## src/rtl/bus_arb_pkg.sv

```systemverilog
`default_nettype none
// ============================================================================
// Module      : bus_arb_pkg
// Description : Shared types and constants for the two-master bus arbiter.
//               The optional ARB_FIXED_PRIO_EN build macro is consumed by
//               bus_arbiter2 and does not change anything in this package.
// Revision    : 1.0 - initial release
// ============================================================================
package bus_arb_pkg;

  // Arbiter FSM encoding
  typedef enum logic [0:0] {
    ST_IDLE    = 1'b0,
    ST_RD_WAIT = 1'b1
  } arb_state_t;

  // Operation held in a master's pending latch
  typedef enum logic [0:0] {
    OP_RD = 1'b0,
    OP_WR = 1'b1
  } arb_op_t;

  // Master identifiers (also the value presented on grant)
  localparam logic M0 = 1'b0;
  localparam logic M1 = 1'b1;

  // Width of the read-latency down-counter (RD_LAT up to 15)
  localparam int CNT_W = 4;

endpackage
`default_nettype wire

```

## src/rtl/arb_req_latch.sv

```systemverilog
`default_nettype none
// ============================================================================
// Module      : arb_req_latch
// Description : Per-master pending request register. Captures a one-cycle
//               write (nonzero wmask) or read strobe, generates the
//               registered rbusy/wbusy stalls and holds the returned read
//               data until the next read of this master completes.
// Revision    : 1.0 - initial release
// ============================================================================
module arb_req_latch
  import bus_arb_pkg::*;
#(
  parameter int AW = 32,
  parameter int DW = 32
) (
  input  logic              clk,
  input  logic              reset,
  // master side
  input  logic [AW-1:0]     addr,
  input  logic [DW-1:0]     wdata,
  input  logic [DW/8-1:0]   wmask,
  input  logic              rstrb,
  output logic [DW-1:0]     rdata,
  output logic              rbusy,
  output logic              wbusy,
  // arbiter side
  input  logic              wr_done,
  input  logic              rd_done,
  input  logic [DW-1:0]     s_rdata,
  output logic              pending,
  output arb_op_t           op,
  output logic [AW-1:0]     lat_addr,
  output logic [DW-1:0]     lat_wdata,
  output logic [DW/8-1:0]   lat_wmask
);

  // Capture a new request when idle; release it when the arbiter completes it.
  // Strobes arriving while a request is held (including its completion cycle)
  // are dropped, and a write strobe masks a simultaneous read strobe.
  always_ff @(posedge clk) begin
    if (reset) begin
      pending   <= 1'b0;
      op        <= OP_RD;
      lat_addr  <= '0;
      lat_wdata <= '0;
      lat_wmask <= '0;
      rdata     <= '0;
      rbusy     <= 1'b0;
      wbusy     <= 1'b0;
    end else if (wr_done) begin
      pending <= 1'b0;
      wbusy   <= 1'b0;
    end else if (rd_done) begin
      pending <= 1'b0;
      rbusy   <= 1'b0;
      rdata   <= s_rdata;
    end else if (!pending) begin
      if (|wmask) begin
        pending   <= 1'b1;
        op        <= OP_WR;
        lat_addr  <= addr;
        lat_wdata <= wdata;
        lat_wmask <= wmask;
        wbusy     <= 1'b1;
      end else if (rstrb) begin
        pending   <= 1'b1;
        op        <= OP_RD;
        lat_addr  <= addr;
        lat_wmask <= '0;
        rbusy     <= 1'b1;
      end
    end
  end

endmodule
`default_nettype wire

```

## src/rtl/bus_arbiter2.sv

```systemverilog
`default_nettype none
// ============================================================================
// Module      : bus_arbiter2
// Description : Two-master arbiter in front of one FemtoRV-style bus slave.
//               Latches each master's strobe, serialises accesses with
//               round-robin priority and returns registered read data.
//               Build macro ARB_FIXED_PRIO_EN: master 0 always wins contention
//               (last-grant still tracks grant but does not steer selection).
// Revision    : 1.0 - initial release
// ============================================================================
module bus_arbiter2
  import bus_arb_pkg::*;
#(
  parameter int AW     = 32,
  parameter int DW     = 32,
  parameter int RD_LAT = 1
) (
  input  logic              clk,
  input  logic              reset,
  input  logic [AW-1:0]     m0_addr,
  input  logic [DW-1:0]     m0_wdata,
  input  logic [DW/8-1:0]   m0_wmask,
  input  logic              m0_rstrb,
  output logic [DW-1:0]     m0_rdata,
  output logic              m0_rbusy,
  output logic              m0_wbusy,
  input  logic [AW-1:0]     m1_addr,
  input  logic [DW-1:0]     m1_wdata,
  input  logic [DW/8-1:0]   m1_wmask,
  input  logic              m1_rstrb,
  output logic [DW-1:0]     m1_rdata,
  output logic              m1_rbusy,
  output logic              m1_wbusy,
  output logic [AW-1:0]     s_addr,
  output logic [DW-1:0]     s_wdata,
  output logic [DW/8-1:0]   s_wmask,
  output logic              s_rstrb,
  input  logic [DW-1:0]     s_rdata,
  output logic              grant
);

  localparam int               MW       = DW / 8;
  localparam logic [CNT_W-1:0] LAT_INIT = CNT_W'(RD_LAT);
  localparam logic [CNT_W-1:0] CNT_ONE  = CNT_W'(1);

  arb_state_t        state, state_nxt;
  logic [CNT_W-1:0]  cnt, cnt_nxt;
  logic              last_grant, last_grant_nxt;
  logic [1:0]        wr_done, rd_done;

  logic [1:0]        pend;
  arb_op_t           op0, op1;
  logic [AW-1:0]     addr0, addr1;
  logic [DW-1:0]     wdata0, wdata1;
  logic [MW-1:0]     wmask0, wmask1;

  logic              winner;
  arb_op_t           win_op;
  logic [AW-1:0]     win_addr;
  logic [DW-1:0]     win_wdata;
  logic [MW-1:0]     win_wmask;

  arb_req_latch #(.AW(AW), .DW(DW)) u_req0 (
    .clk       (clk),
    .reset     (reset),
    .addr      (m0_addr),
    .wdata     (m0_wdata),
    .wmask     (m0_wmask),
    .rstrb     (m0_rstrb),
    .rdata     (m0_rdata),
    .rbusy     (m0_rbusy),
    .wbusy     (m0_wbusy),
    .wr_done   (wr_done[0]),
    .rd_done   (rd_done[0]),
    .s_rdata   (s_rdata),
    .pending   (pend[0]),
    .op        (op0),
    .lat_addr  (addr0),
    .lat_wdata (wdata0),
    .lat_wmask (wmask0)
  );

  arb_req_latch #(.AW(AW), .DW(DW)) u_req1 (
    .clk       (clk),
    .reset     (reset),
    .addr      (m1_addr),
    .wdata     (m1_wdata),
    .wmask     (m1_wmask),
    .rstrb     (m1_rstrb),
    .rdata     (m1_rdata),
    .rbusy     (m1_rbusy),
    .wbusy     (m1_wbusy),
    .wr_done   (wr_done[1]),
    .rd_done   (rd_done[1]),
    .s_rdata   (s_rdata),
    .pending   (pend[1]),
    .op        (op1),
    .lat_addr  (addr1),
    .lat_wdata (wdata1),
    .lat_wmask (wmask1)
  );

  // Pick the winner among pending requests; only latched state is used.
  always_comb begin
    winner = M0;
    if (pend[0] && pend[1]) begin
`ifdef ARB_FIXED_PRIO_EN
      winner = M0;
`else
      winner = (last_grant == M0) ? M1 : M0;
`endif
    end else if (pend[1]) begin
      winner = M1;
    end
    win_op    = (winner == M1) ? op1    : op0;
    win_addr  = (winner == M1) ? addr1  : addr0;
    win_wdata = (winner == M1) ? wdata1 : wdata0;
    win_wmask = (winner == M1) ? wmask1 : wmask0;
  end

  // FSM state, latency counter and last-grant registers.
  always_ff @(posedge clk) begin
    if (reset) begin
      state      <= ST_IDLE;
      cnt        <= '0;
      last_grant <= M1;
    end else begin
      state      <= state_nxt;
      cnt        <= cnt_nxt;
      last_grant <= last_grant_nxt;
    end
  end

  // Next-state logic and slave-side drive; writes issue back-to-back from
  // IDLE, reads park in RD_WAIT until the slave data is due.
  always_comb begin
    state_nxt      = state;
    cnt_nxt        = cnt;
    last_grant_nxt = last_grant;
    grant          = last_grant;
    s_addr         = '0;
    s_wdata        = '0;
    s_wmask        = '0;
    s_rstrb        = 1'b0;
    wr_done        = 2'b00;
    rd_done        = 2'b00;
    unique case (state)
      ST_IDLE: begin
        if (|pend) begin
          grant          = winner;
          last_grant_nxt = winner;
          s_addr         = win_addr;
          if (win_op == OP_WR) begin
            s_wdata         = win_wdata;
            s_wmask         = win_wmask;
            wr_done[winner] = 1'b1;
          end else begin
            s_rstrb   = 1'b1;
            cnt_nxt   = LAT_INIT;
            state_nxt = ST_RD_WAIT;
          end
        end
      end
      ST_RD_WAIT: begin
        s_addr  = (last_grant == M1) ? addr1 : addr0;
        cnt_nxt = cnt - CNT_ONE;
        if (cnt == CNT_ONE) begin
          rd_done[last_grant] = 1'b1;
          state_nxt           = ST_IDLE;
        end
      end
      default: state_nxt = ST_IDLE;
    endcase
  end

endmodule
`default_nettype wire

```

## config.mk

```make
export PLATFORM = sky130hd
export DESIGN_NAME = bus_arbiter2
export DESIGN_NICKNAME = d
export VERILOG_FILES = /design/src/rtl/bus_arb_pkg.sv /design/src/rtl/arb_req_latch.sv /design/src/rtl/bus_arbiter2.sv
export SDC_FILE = /design/constraint.sdc
export NUM_CORES = 1
export LEC_CHECK = 0
export ABC_AREA = 1
export CAP_MARGIN = 15
export CELL_PAD_IN_SITES_DETAIL_PLACEMENT = 1
export CELL_PAD_IN_SITES_GLOBAL_PLACEMENT = 2
export CORE_MARGIN = 4
export CORE_UTILIZATION = 35
export DETAILED_ROUTE_END_ITERATION = 7
export DONT_BUFFER_PORTS = 1
export HOLD_SLACK_MARGIN = 0.1
export PLACE_DENSITY = 0.84
export SLEW_MARGIN = 30
export SYNTH_ARGS = -nofsm -noshare
export SYNTH_HDL_FRONTEND = slang
export SYNTH_SLANG_ARGS = --single-unit
```

## constraint.sdc

```tcl
create_clock -name clk -period 2.15 [get_ports clk]
set_input_delay 0.43 -clock clk [delete_from_list [all_inputs] [get_ports clk]]
set_output_delay 0.43 -clock clk [all_outputs]
set_load 0.01 [all_outputs]
```

==> impl_metrics.tcl <==
set metrics [dict create \
    multi_input_area_um2 4210 \
    synthTopCellsByCount "nor2_1 (346), nand2_1 (292), dfxtp_1 (214)" \
    nets 1677 \
    crit_chain "nor2_4, nor2_4, nand3_4, buf_12, o22ai_1, buf_4" \
    fillers 3050 \
    grt_max_degree 82 \
    yosysTopAreaCell "dfxtp_1" \
    crit_top_cell "nor2_4" \
    path_clk_slew_ns 0.06 \
    syn-num-nets 1496 \
    drtAntennaViolNets 0 \
    num_vias 9061 \
    ys_ff_latch 214 \
    synth_ff_type "dfxtp_1" \
    die_area_um2 28300 \
    overflow 0 \
    end_kind "output pin" \
    dieWidth_um 168 \
    worst_pin_slew_ns 0.485 \
    hold_violations 0 \
    yosys_warnings 0 \
    synth_cells 1322 \
    instances_no_fill 1852 \
    netlist_area_um2 9000 \
    maxSlewViolCount 0 \
    clock-sinks 214 \
    fmax_ghz 0.453 \
    cp_max_fo 19 \
    violations "negative setup slack" \
    finalWorstPathRequiredPeriod_ns 2.21 \
    pre_cts_ws_ns 0.221 \
    fin_util_pct 51.0 \
    clock_path_buffers 3 \
    relSlewSlack_pct 67.6 \
    synth.distinct_cells 25 \
    yosysMostFrequentCell "nor2_1" \
    ios 310 \
    cts_max_level 1 \
    grt_antenna_before_repair 1 \
    yosysSeqAreaShare_pct 47.6 \
    post_dp_cell_area_um2 9490 \
    wl_per_cell_um 18.6 \
    final_layout_size_suffix_gt1_share_pct 12.0 \
    coreArea_um2 25300 \
    dp.cells 1625 \
    insertion_delay_ns 0.52 \
    p_per_area_nw_per_um2 949 \
    start_util_pct 35.6 \
    cp.required_ns 1.72 \
    portBuffers 0 \
    cap_violations 0 \
    power.leakage_nw 5.68 \
    synth_top_area_share_pct 47.6 \
    gp_congestion 0.821 \
    num_rows 58 \
    hpwl_mm 18.9 \
    die_h_um 168 \
    viasPerCell 4.89 \
    gr-usage-all-layers_pct 21.4 \
    design_area_um2 12900 \
    outcome "finished with violations" \
    synthArstFlopShare_pct 0 \
    start_kind "flop" \
    routed_wl_mm 34.4 \
    setup_ws_ns -0.0582 \
    drtIter0Drc 410 \
    slowest_stage "dfxtp_4" \
    grt_pass1_vias 9408 \
    crit_type "reg -> out" \
    drt_first_pass_iters 4 \
    cts_tree "done" \
    finClkSkew_ns 0.0111 \
    synth_edf_count 0 \
    hp-class "in -> reg" \
    holdWs_ns 0.120 \
    power_mw 12.2 \
    grt_pass1_wl_mm 49.8 \
    layout.area.seq_um2 4300 \
    netlist_top_cells_area "dfxtp_1 (48%), nor2_1 (14%), nand2_1 (12%)" \
    area.growth.synth_to_final_pct 43.1 \
    cts_made_buffers 25 \
    max_stage_delay_ns 0.41 \
    tns_ns -1.35 \
    grt_setup_unrepaired "yes" \
    critPathArrivalTime_ns 1.78 \
    syn_area_per_cell_um2 6.81 \
    setup_violations 57 \
    drcViolationCount 0 \
    cts_root_buf "clkbuf_16" \
    ir_drop_mv 0.775 \
    min_period_over_period_pct 103 \
]
==> routing by layer <==
metal	GRT usage (%)	wire [um]	up-vias
met2	37.8	17000	299
met3	6.06	2370	82
met5	0	0	-
met1	24.7	13800	4306
li1	-	-	4374
met4	7.48	1240	0
==> registers in the layout, summed over array words and instances (netlist names), 4 cells and up <==
name and cells:
u_req1.lat_wdata 32, u_req1.lat_addr 32, u_req1.rdata 32, u_req0.lat_addr 32, u_req0.rdata 32, u_req0.lat_wdata 32
u_req0.lat_wmask 4, u_req1.lat_wmask 4, cnt 4
==> cell families after synthesis <==
| group | synth area share, % |
|---|---|
| flops | 47.6 |
| compound gates | 11.0 |
| simple gates | 28.5 |
| fa+ha+maj | 0.278 |
| buf+inv | 12.6 |
==> cell usage in the layout, fill, tap and decap left out, types with 3 or more instances in the layout <==
cell             n
a21oi_1         43
buf_12          13
buf_4           40
buf_6            4
clkbuf_16       30
clkbuf_8         7
clkinv_2         9
dfxtp_1        210
dfxtp_4          3
dlygate4sd3_1  169
inv_1          183
nand2_1        290
nand3_1          6
nand3_2          6
nand4_1          3
nor2_1         344
nor2_4           3
o21ai_0         67
o22ai_1         17
o22ai_2         19
o22ai_4         32
==> path summary, 6_finish.rpt <==
check | from | endpoint | slack, ns | depth (start not counted)
min reg2reg | u_req1.rdata[8] | u_req1.rdata[8] | 0.49 | 2
max | u_req1.pending | s_wdata[29] | -0.06 | 6
min | s_rdata[21] | u_req1.rdata[21] | 0.12 | 2
max reg2reg | state | u_req0.lat_addr[8] | 0.42 | 8
==> timing repair <==
item                                    in CTS  in global routing
hold buffers                               168                  1
cloned                                       1                  7
setup buffers                                1                  3
pin swaps                                    0                  4
endpoints found under the hold margin      189                  1
endpoints found under the setup margin      70                 70
gates resized for setup                     58                 66
==> worst max-delay path: cells and delay by family (launching register included) <==
| family | cells | cell delay, ns |
|---|---|---|
| AND/OR/NAND/NOR | 3 | 0.35 |
| buffers and inverters | 2 | 0.36 |
| flip-flops | 1 | 0.41 |
| AO/OA/AOI/OAI | 1 | 0.15 |
==> area by class of cell <==
cell class / instances / area share [%]
Inverter: 187 / 5.55
Multi-Input combinational cell: 843 / 32.7
Clock buffer: 33 / 5.63
Clock inverter: 12 / 0.554
Tap cell: 330 / 3.21
Timing Repair Buffer: 232 / 19.0
Sequential cell: 214 / 33.4
Antenna cell: 1 / 0.0194
==> where the power goes <==
| part | total [mW] | switching (mW) | internal, mW |
|---|---|---|---|
| clock | 4.10 | 1.72 | 2.37 |
| combinational | 3.43 | 2.11 | 1.32 |
| sequential | 4.70 | 0.264 | 4.44 |
Power figures use the tool's default switching activity.
